$ cat src/rtl/uart_ctrl_pkg.sv
// uart_ctrl_pkg: types and helpers for the shared UART transmit scheduler.
//   tx_state_e  - frame sequencer states
//   data_bits_e - cfg_data_bits encoding (5..8 data bits)
//   data_len()  - number of data bits for an encoding
//   data_mask() - mask selecting the transmitted data bits of a byte
//   DEF_BAUD_DIV - divisor loaded at reset (115200 baud from 100 MHz)
package uart_ctrl_pkg;

  typedef enum logic [2:0] {
    IDLE   = 3'd0,
    START  = 3'd1,
    DATA   = 3'd2,
    PARITY = 3'd3,
    STOP   = 3'd4
  } tx_state_e;

  typedef enum logic [1:0] {
    DB5 = 2'b00,
    DB6 = 2'b01,
    DB7 = 2'b10,
    DB8 = 2'b11
  } data_bits_e;

  localparam int unsigned DEF_BAUD_DIV = 868;

  function automatic logic [3:0] data_len(input data_bits_e bits);
    return 4'd5 + {2'b00, bits};
  endfunction

  function automatic logic [7:0] data_mask(input data_bits_e bits);
    return 8'hFF >> (4'd8 - data_len(bits));
  endfunction

endpackage

$ cat src/rtl/uart_rr_arbiter.sv
// uart_rr_arbiter: round-robin arbiter with an internal rotating pointer.
//   clk, rst   - clock, synchronous active-high reset
//   req        - per-requester request vector
//   enable     - arbitration window; grant is forced to zero outside it
//   grant      - one-hot grant, valid only while enable is high
//   grant_idx  - index of the winning requester (meaningful when |grant)
// The search starts at the pointer; after a grant the pointer moves to the
// requester just after the winner, so a lone requester wins every time.
module uart_rr_arbiter #(
  parameter  int NUM_REQ = 4,
  localparam int IDX_W   = $clog2(NUM_REQ)
) (
  input  logic               clk,
  input  logic               rst,
  input  logic [NUM_REQ-1:0] req,
  input  logic               enable,
  output logic [NUM_REQ-1:0] grant,
  output logic [IDX_W-1:0]   grant_idx
);

  logic [IDX_W-1:0] ptr_q, ptr_d;
  logic [IDX_W-1:0] cand;
  logic             found;

  always_comb begin
    found     = 1'b0;
    grant_idx = '0;
    cand      = '0;
    grant     = '0;
    for (int i = 0; i < NUM_REQ; i++) begin
      cand = IDX_W'((int'(ptr_q) + i) % NUM_REQ);
      if (!found && req[cand]) begin
        found     = 1'b1;
        grant_idx = cand;
      end
    end
    if (enable && found) begin
      grant[grant_idx] = 1'b1;
    end
    ptr_d = ptr_q;
    if (enable && found) begin
      ptr_d = (grant_idx == IDX_W'(NUM_REQ - 1)) ? '0 : grant_idx + IDX_W'(1);
    end
  end

  always_ff @(posedge clk) begin
    if (rst) begin
      ptr_q <= '0;
    end else begin
      ptr_q <= ptr_d;
    end
  end

endmodule

$ cat src/rtl/uart_tx_sched.sv
// uart_tx_sched: shares one UART tx line between NUM_REQ frame requesters.
//   clk, rst        - clock, synchronous active-high reset
//   req_valid       - per-requester frame request
//   req_data        - per-requester byte, slice i = [8i+7:8i]
//   req_ready       - one-hot, one-cycle accept pulse
//   cfg_baud_div    - clocks per bit (0 behaves as 1)
//   cfg_data_bits   - 00=5 .. 11=8 data bits
//   cfg_parity_en   - append parity bit
//   cfg_parity_odd  - 1=odd, 0=even parity
//   cfg_two_stop    - 1=two stop bits
//   tx              - serial line, idle high
//   busy            - frame in progress (first START through last STOP clock)
//   done            - pulse on the last clock of the final stop bit
//   grant_id        - requester owning the current frame
//
// Handshake: a request is accepted in the cycle where req_valid[i] and
// req_ready[i] are both high. req_ready is only offered while the line is
// free (IDLE) or in the done cycle, and the byte plus every cfg_* input is
// captured in that same cycle; nothing sampled later affects the frame.
// A req_valid still high after its accept is treated as a fresh request.
module uart_tx_sched
  import uart_ctrl_pkg::*;
#(
  parameter  int NUM_REQ = 4,
  parameter  int DIV_W   = 16,
  localparam int ID_W    = $clog2(NUM_REQ)
) (
  input  logic                 clk,
  input  logic                 rst,
  input  logic [NUM_REQ-1:0]   req_valid,
  input  logic [NUM_REQ*8-1:0] req_data,
  output logic [NUM_REQ-1:0]   req_ready,
  input  logic [DIV_W-1:0]     cfg_baud_div,
  input  logic [1:0]           cfg_data_bits,
  input  logic                 cfg_parity_en,
  input  logic                 cfg_parity_odd,
  input  logic                 cfg_two_stop,
  output logic                 tx,
  output logic                 busy,
  output logic                 done,
  output logic [ID_W-1:0]      grant_id
);

  tx_state_e        state_q, state_d;
  logic [DIV_W-1:0] baud_q, baud_d;
  logic [DIV_W-1:0] div_q, div_d;
  logic [3:0]       bit_q, bit_d;
  logic [3:0]       len_q, len_d;
  logic [7:0]       shift_q, shift_d;
  logic             par_en_q, par_en_d;
  logic             par_bit_q, par_bit_d;
  logic             two_stop_q, two_stop_d;
  logic [ID_W-1:0]  grant_id_q, grant_id_d;

  logic [NUM_REQ-1:0] arb_grant;
  logic [ID_W-1:0]    arb_idx;
  logic               arb_en;
  logic               grant_any;
  logic               last_baud;
  logic               last_stop;
  logic [7:0]         sel_byte;
  data_bits_e         cfg_bits;

  assign cfg_bits  = data_bits_e'(cfg_data_bits);
  assign last_baud = (baud_q == div_q - DIV_W'(1));
  assign last_stop = (bit_q == {3'b000, two_stop_q});
  assign done      = (state_q == STOP) && last_baud && last_stop;
  // Arbitrate when idle, or in the done cycle so back-to-back frames have
  // no idle bit between them.
  assign arb_en    = !rst && ((state_q == IDLE) || done);
  assign grant_any = |arb_grant;
  assign sel_byte  = req_data[{arb_idx, 3'b000} +: 8];

  uart_rr_arbiter #(
    .NUM_REQ (NUM_REQ)
  ) u_arb (
    .clk       (clk),
    .rst       (rst),
    .req       (req_valid),
    .enable    (arb_en),
    .grant     (arb_grant),
    .grant_idx (arb_idx)
  );

  always_comb begin
    state_d    = state_q;
    baud_d     = baud_q;
    bit_d      = bit_q;
    shift_d    = shift_q;
    div_d      = div_q;
    len_d      = len_q;
    par_en_d   = par_en_q;
    par_bit_d  = par_bit_q;
    two_stop_d = two_stop_q;
    grant_id_d = grant_id_q;

    case (state_q)
      IDLE: begin
        baud_d = '0;
      end
      START: begin
        if (last_baud) begin
          baud_d  = '0;
          bit_d   = '0;
          state_d = DATA;
        end else begin
          baud_d = baud_q + DIV_W'(1);
        end
      end
      DATA: begin
        if (last_baud) begin
          baud_d  = '0;
          shift_d = {1'b0, shift_q[7:1]};
          if (bit_q == len_q - 4'd1) begin
            bit_d   = '0;
            state_d = par_en_q ? PARITY : STOP;
          end else begin
            bit_d = bit_q + 4'd1;
          end
        end else begin
          baud_d = baud_q + DIV_W'(1);
        end
      end
      PARITY: begin
        if (last_baud) begin
          baud_d  = '0;
          bit_d   = '0;
          state_d = STOP;
        end else begin
          baud_d = baud_q + DIV_W'(1);
        end
      end
      STOP: begin
        if (last_baud) begin
          baud_d = '0;
          if (last_stop) begin
            bit_d   = '0;
            state_d = IDLE;
          end else begin
            bit_d = bit_q + 4'd1;
          end
        end else begin
          baud_d = baud_q + DIV_W'(1);
        end
      end
      default: begin
        state_d = IDLE;
        baud_d  = '0;
        bit_d   = '0;
      end
    endcase

    // A grant overrides the STOP->IDLE step and snapshots the whole frame.
    if (grant_any) begin
      state_d    = START;
      baud_d     = '0;
      bit_d      = '0;
      shift_d    = sel_byte;
      div_d      = (cfg_baud_div == '0) ? DIV_W'(1) : cfg_baud_div;
      len_d      = data_len(cfg_bits);
      par_en_d   = cfg_parity_en;
      par_bit_d  = (^(sel_byte & data_mask(cfg_bits))) ^ cfg_parity_odd;
      two_stop_d = cfg_two_stop;
      grant_id_d = arb_idx;
    end
  end

  always_comb begin
    case (state_q)
      START:   tx = 1'b0;
      DATA:    tx = shift_q[0];
      PARITY:  tx = par_bit_q;
      default: tx = 1'b1;
    endcase
  end

  assign busy      = (state_q != IDLE);
  assign req_ready = arb_grant;
  assign grant_id  = grant_id_q;

  always_ff @(posedge clk) begin
    if (rst) begin
      state_q    <= IDLE;
      baud_q     <= '0;
      bit_q      <= '0;
      shift_q    <= '0;
      div_q      <= DIV_W'(DEF_BAUD_DIV);
      len_q      <= 4'd8;
      par_en_q   <= 1'b0;
      par_bit_q  <= 1'b0;
      two_stop_q <= 1'b0;
      grant_id_q <= '0;
    end else begin
      state_q    <= state_d;
      baud_q     <= baud_d;
      bit_q      <= bit_d;
      shift_q    <= shift_d;
      div_q      <= div_d;
      len_q      <= len_d;
      par_en_q   <= par_en_d;
      par_bit_q  <= par_bit_d;
      two_stop_q <= two_stop_d;
      grant_id_q <= grant_id_d;
    end
  end

endmodule

$ cat config.mk
export PLATFORM = sky130hd
export DESIGN_NAME = uart_tx_sched
export DESIGN_NICKNAME = d
export VERILOG_FILES = /design/src/rtl/uart_ctrl_pkg.sv /design/src/rtl/uart_rr_arbiter.sv /design/src/rtl/uart_tx_sched.sv
export SDC_FILE = /design/constraint.sdc
export NUM_CORES = 1
export LEC_CHECK = 0
export CAP_MARGIN = 25
export CORE_UTILIZATION = 30
export DETAILED_ROUTE_END_ITERATION = 10
export GPL_TIMING_DRIVEN = 0
export PLACE_DENSITY = 0.62
export SYNTH_ARGS = -nofsm -noshare
export SYNTH_HDL_FRONTEND = slang
export SYNTH_SLANG_ARGS = --single-unit
$ cat constraint.sdc
create_clock -name clk -period 10.3 [get_ports clk]
set_clock_uncertainty 0.2 [all_clocks]
set_input_delay 2.06 -clock clk [delete_from_list [all_inputs] [get_ports clk]]
set_output_delay 2.06 -clock clk [all_outputs]
set_load 0.05 [all_outputs]
# After elaboration in Yosys (flattened, before gate mapping)
# Index checks and enable logic that the tools add are counted.
# Widths: inputs -> output; s select.
totals:
  out_inout_bits: 9
  word_cells: 124
  register_bits: 58
  input_bits: 59
classes:
  n_lt_le_gt_ge: 6
  bitwise_logic: 4
  n_addsub: 10
  eq_ne: 22
  muxes: 40
  shifts: 2
  n_reduce_logical: 28
op_table:
  columns: ["operator", "count"]
  rows:
  - ["$shiftx 32x6->8", 1]
  - ["$mux 4", 6]
  - ["$mux 8", 3]
  - ["$mux 3", 7]
  - ["$ne 3x3->1 const B", 6]
  - ["$add 16x1->16 const B", 1]
  - ["$eq 16x16->1", 1]
  - ["$logic_not 16->1", 1]
  - ["$mux 16", 1]
  - ["$pmux 4 s4", 1]
  - ["$sub 16x1->16 const B", 1]
  - ["$lt 2x3->1 const B", 5]
  - ["$pmux 3 s5", 1]
  - ["$ne 2x2->1 const B", 7]
  - ["$reduce_and 7->1", 2]
  - ["$mux 1", 10]
  - ["$mux 2", 5]
  - ["$and 8x8->8", 1]
  - ["$bmux 1 s2", 4]
  - ["$logic_and 1x1->1", 8]
  - ["$reduce_or 4->1", 2]
  - ["$reduce_xor 8->1", 1]
  - ["$shr 8x4->8 const A", 1]
  - ["$reduce_or 7->1", 1]
  - ["27 further kinds", 35]

# Longest topological paths before layout
logic_depth:
  word_depth: 20
  ltp_mapped: 13
  mapped_depth_nobuf: 11

# By module
# A second synthesis with hierarchy kept.
hier_totals:
  cells_unflattened: 442
  hier_area_um2: 3768.6
by_module_without_submodules:
  columns: ["module", "area_each_um2", "n_inst", "seq_area_each_um2", "cells_per_inst"]
  rows:
  - ["uart_tx_sched", 3498.4, 1, 1121.1, 410]
  - ["uart_rr_arbiter", 270.3, 1, 40.0, 32]

# Worst setup path before layout
# No wires, ideal clock.
synth_path:
  path_kind: "input -> output"
  startpoint: "input port req_valid[2]"
  endpoint: "output port req_ready[3]"
  path_buffers: 1
  slack_ns: 4.123
  stages: 6
  t_arrival_ns: 3.917
  required_ns: 8.040
  cell_sequence: "nor2b_1 -> a211oi_1 -> nor2_1 -> buf_2 -> ha_1 -> and2_1"
synth_between:
  elab_chain_len: 17
  word_cells_on_any_way: 29
  classes_between: "order compare: 2; mux: 19; reduce/logical: 8"
synth_rtl:
  columns: ["element", "line_no", "source"]
  rows:
  - ["from (decl)", "uart_tx_sched.sv:30", "input logic [NUM_REQ-1:0] req_valid,"]
  - ["$bmux 1 s2", "uart_rr_arbiter.sv:32", "if (!found && req[cand]) begin"]
  - ["$mux 1 (implied by the code)", "uart_rr_arbiter.sv:32", null]
  - ["$mux 1", "uart_rr_arbiter.sv:32", null]
  - ["$logic_not 1->1", "uart_rr_arbiter.sv:32", null]
  - ["$logic_and 1x1->1", "uart_rr_arbiter.sv:32", null]
  - ["$mux 1", "uart_rr_arbiter.sv:32", null]
  - ["$logic_not 1->1", "uart_rr_arbiter.sv:32", null]
  - ["$logic_and 1x1->1", "uart_rr_arbiter.sv:32", null]
  - ["(+2 left out)", null, null]
  - ["$logic_and 1x1->1", "uart_rr_arbiter.sv:32", null]
  - ["$mux 2 *", "uart_rr_arbiter.sv:32", null]
  - ["net arb_idx[1]", "uart_tx_sched.sv:56", "logic [ID_W-1:0] arb_idx;"]
  - ["$lt 2x3->1 (implied by the code) / $ge 2x1->1 (equally long branches)", "uart_rr_arbiter.sv:38", "grant[grant_idx] = 1'b1;"]
  - ["$logic_and 1x1->1 (implied by the code)", "uart_rr_arbiter.sv:38", null]
  - ["$mux 1 (implied by the code)", "uart_rr_arbiter.sv:38", null]
  - ["$demux 1 s2 *", null, null]
  - ["$mux 4 *", "uart_rr_arbiter.sv:37", "if (enable && found) begin"]
  - ["to (decl)", "uart_tx_sched.sv:32", "output logic [NUM_REQ-1:0] req_ready,"]
# The timed path passes the listed nets; every way through them passes the cells marked *. The select of a mux whose other input is x is not followed.

# Worst setup path in the final report
# Same ends and word-level chain as after synthesis.

==> impl_metrics.tcl <==
set metrics [dict create \
    synth_largest_area_cell "dfxtp_1" \
    multi_input_area_mm2 0.00240 \
    root_buffer "clkbuf_16" \
    finalCriticalPeriod_ps 7500 \
    place_ws_ps 2810 \
    routed_wl_mm 9.58 \
    path_clk_slew_ps 50 \
    drtAntennaViolNets 0 \
    syn_to_final_growth_pct 31.9 \
    synth_most_common_cell "dfxtp_1" \
    pin_count 68 \
    syn-cell-area_mm2 0.00373 \
    drt-pass1-iter-count 5 \
    vdd_ir_drop_max_mv 0.0677 \
    crit_path_start "req_valid[2]" \
    synth_commonest_cells "dfxtp_1 (58), nor2_1 (45), nand2_1 (40), xnor2_1 (34), mux2i_1 (21)" \
    nFillCells 1224 \
    ys_seq_elements 58 \
    holdPathStages 2 \
    insertion_delay_ps 330 \
    min_period_over_period_pct 72.8 \
    synth_edf_count 0 \
    yosys_most_used_dff "dfxtp_1" \
    placed_cell_area_mm2 0.00461 \
    crit_arrival_ps 5240 \
    clkPwrFrac_pct 38.5 \
    gp_congestion 0.889 \
    share_seq_of_total_power_pct 32.7 \
    swShare_pct 30.0 \
    hp-class "reg -> reg" \
    drc 0 \
    grt_pass1_vias 3312 \
    r2r_end "baud_q[9]" \
    combPwrFrac_pct 28.8 \
    timing.final.hold_violations 0 \
    async_reset_ff_share_pct 0 \
    core_mm2 0.0121 \
    regToRegSetupSlack_ps 6600 \
    dieArea_mm2 0.0129 \
    pwr_density_cell_mw_per_mm2 165 \
    regArea_mm2 0.00116 \
    wire_per_inst_um 13.8 \
    worstSetupEndpointType "primary output" \
    worst_pin_slew_ps 921 \
    ctsResizeCount 0 \
    track_usage_pct 15.9 \
    stdcell_area_mm2 0.00492 \
    grt_start_max_net_pins 12 \
    power_switching_w 0.000245 \
    finish.net_count 592 \
    tritoncts "built" \
    port_buffers 67 \
    grt_pass1_wl_mm 16.0 \
    post-dp-hpwl_mm 7.47 \
    initial_utilization_pct 30.9 \
    critPathLaunchType "primary input" \
    htree_levels 3 \
    cts_hold_buf 0 \
    grt_overflow 0 \
    rows 40 \
    post_cts_buffers 0 \
    netlist_instances 443 \
    drv_slew 0 \
    diodes 0 \
    netlist.area_leader.share_pct 31.1 \
    die_y_um 114 \
    syn_area_per_cell_um2 8.43 \
    internal_power_w 0.000570 \
    rsz0062_at_grt "false" \
    yosys_warnings 0 \
    synth_area_leaders "dfxtp_1 (31%), xnor2_1 (8.0%), mux2i_1 (5.6%), nor2_1 (4.5%), xor2_1 (4.2%)" \
    path_class "in -> out" \
    crit_end "req_ready[3]" \
    drive_above_1_share_pct 7.60 \
    fin_ws_ps 2800 \
    fp.dieW_um 114 \
    finalCoreUtilization_pct 40.8 \
    synthesis.nets 514 \
    fmax_ghz 0.133 \
    antenna_found_initial 0 \
    synth_cell_type_count 55 \
    finalSetupViolations 0 \
    routed-via-count 3410 \
    holdWs_ps 251 \
    slew_headroom_pct 38.0 \
    via_per_inst 4.91 \
    outcome "finished, final reports clean" \
    drv_cap 0 \
    cts_buffers 9 \
    regToRegStartpoint "div_q[4]" \
    setup_tns_ps 0 \
    drt_iter0_drc 169 \
    leakage_nw 1.80 \
    worstPathRequired_ps 8040 \
    cts.sinks 58 \
    cts_max_path_buffers 2 \
    crit_fanout 11 \
    ys_seq_area_share_pct 31.1 \
    reg2reg_depth 10 \
]
worst min path at each step:
stage / from / end / slack (ps)
floorplan: len_q[3] / len_q[3] / 230
global placement: len_q[3] / len_q[3] / 250
detailed placement: len_q[3] / len_q[3] / 250
CTS: len_q[3] / len_q[3] / 250
global route: len_q[3] / len_q[3] / 270
finish: len_q[3] / len_q[3] / 250
flip-flops by register name, summed over array words and instances, names as in the netlist:
name,count
shift_q,8
par_en_q,1
par_bit_q,1
baud_q,16
two_stop_q,1
u_arb.ptr_q,2
div_q,16
len_q,4
state_q,3
bit_q,4
grant_id,2
power groups by stage:
stage	clock network [W]	logic (W)	registers, W
after floorplan	0	0.000167	0.000267
final	0.000314	0.000235	0.000266
after global placement	0	0.000232	0.000270
after global routing	0.000331	0.000258	0.000269
after CTS	0.000321	0.000237	0.000266
after detailed placement	0	0.000235	0.000270
layout by cell type, fill, tap and decap left out, types with 12 or more instances in the layout:
cell              n
nand2_1          40
inv_1            15
nor2_1           45
a211oi_1         14
ha_1             12
clkbuf_1         15
a21oi_1          17
xnor2_1          34
nand3_1          20
xor2_1           18
nor4_1           16
clkdlybuf4s50_1  67
mux2i_1          21
dfxtp_1          58
cell type report:
cell class	instances	area share, %
repair buffers	67	13.6
inverters	15	1.14
flip-flops and latches	58	23.6
well taps	168	4.27
clock inverters	5	1.60
multi-input cells	348	48.8
plain buffers	22	2.26
clock buffers	11	4.73
critical path: stages:
cell,delay [ps]
clkdlybuf4s50_1,510
nor2b_1,210
a211oi_1,100
nor2_1,630
buf_2,420
ha_1,320
and2_1,180
clkdlybuf4s50_1,810
per-stage QoR:
| stage | total power (W) | cells |
|---|---|---|
| after floorplan | 0.000434 | 443 |
| after global placement | 0.000501 | 678 |
| after detailed placement | 0.000506 | 678 |
| after CTS | 0.000823 | 694 |
| after global routing | 0.000858 | 694 |
| final | 0.000815 | 694 |
layer usage:
layer	GRT usage, %	up-vias	wire [um]
li1	-	1735	-
met1	17.9	1572	4160
met2	27.4	84	4660
met3	5.37	19	521
met4	7.02	0	240
met5	0	-	0
logic make-up after synthesis:
group | count (synthesis) | synth area share, %
buffers and inverters | 37 | 4.49
AND/OR/NAND/NOR | 180 | 25.1
adder cells (fa/ha/maj) | 12 | 4.02
XOR/XNOR | 53 | 12.8
multiplexers | 29 | 8.05
AO/OA/AOI/OAI | 74 | 14.4
flip-flops | 58 | 31.1
No activity file was read; power rests on OpenSTA's default activity.
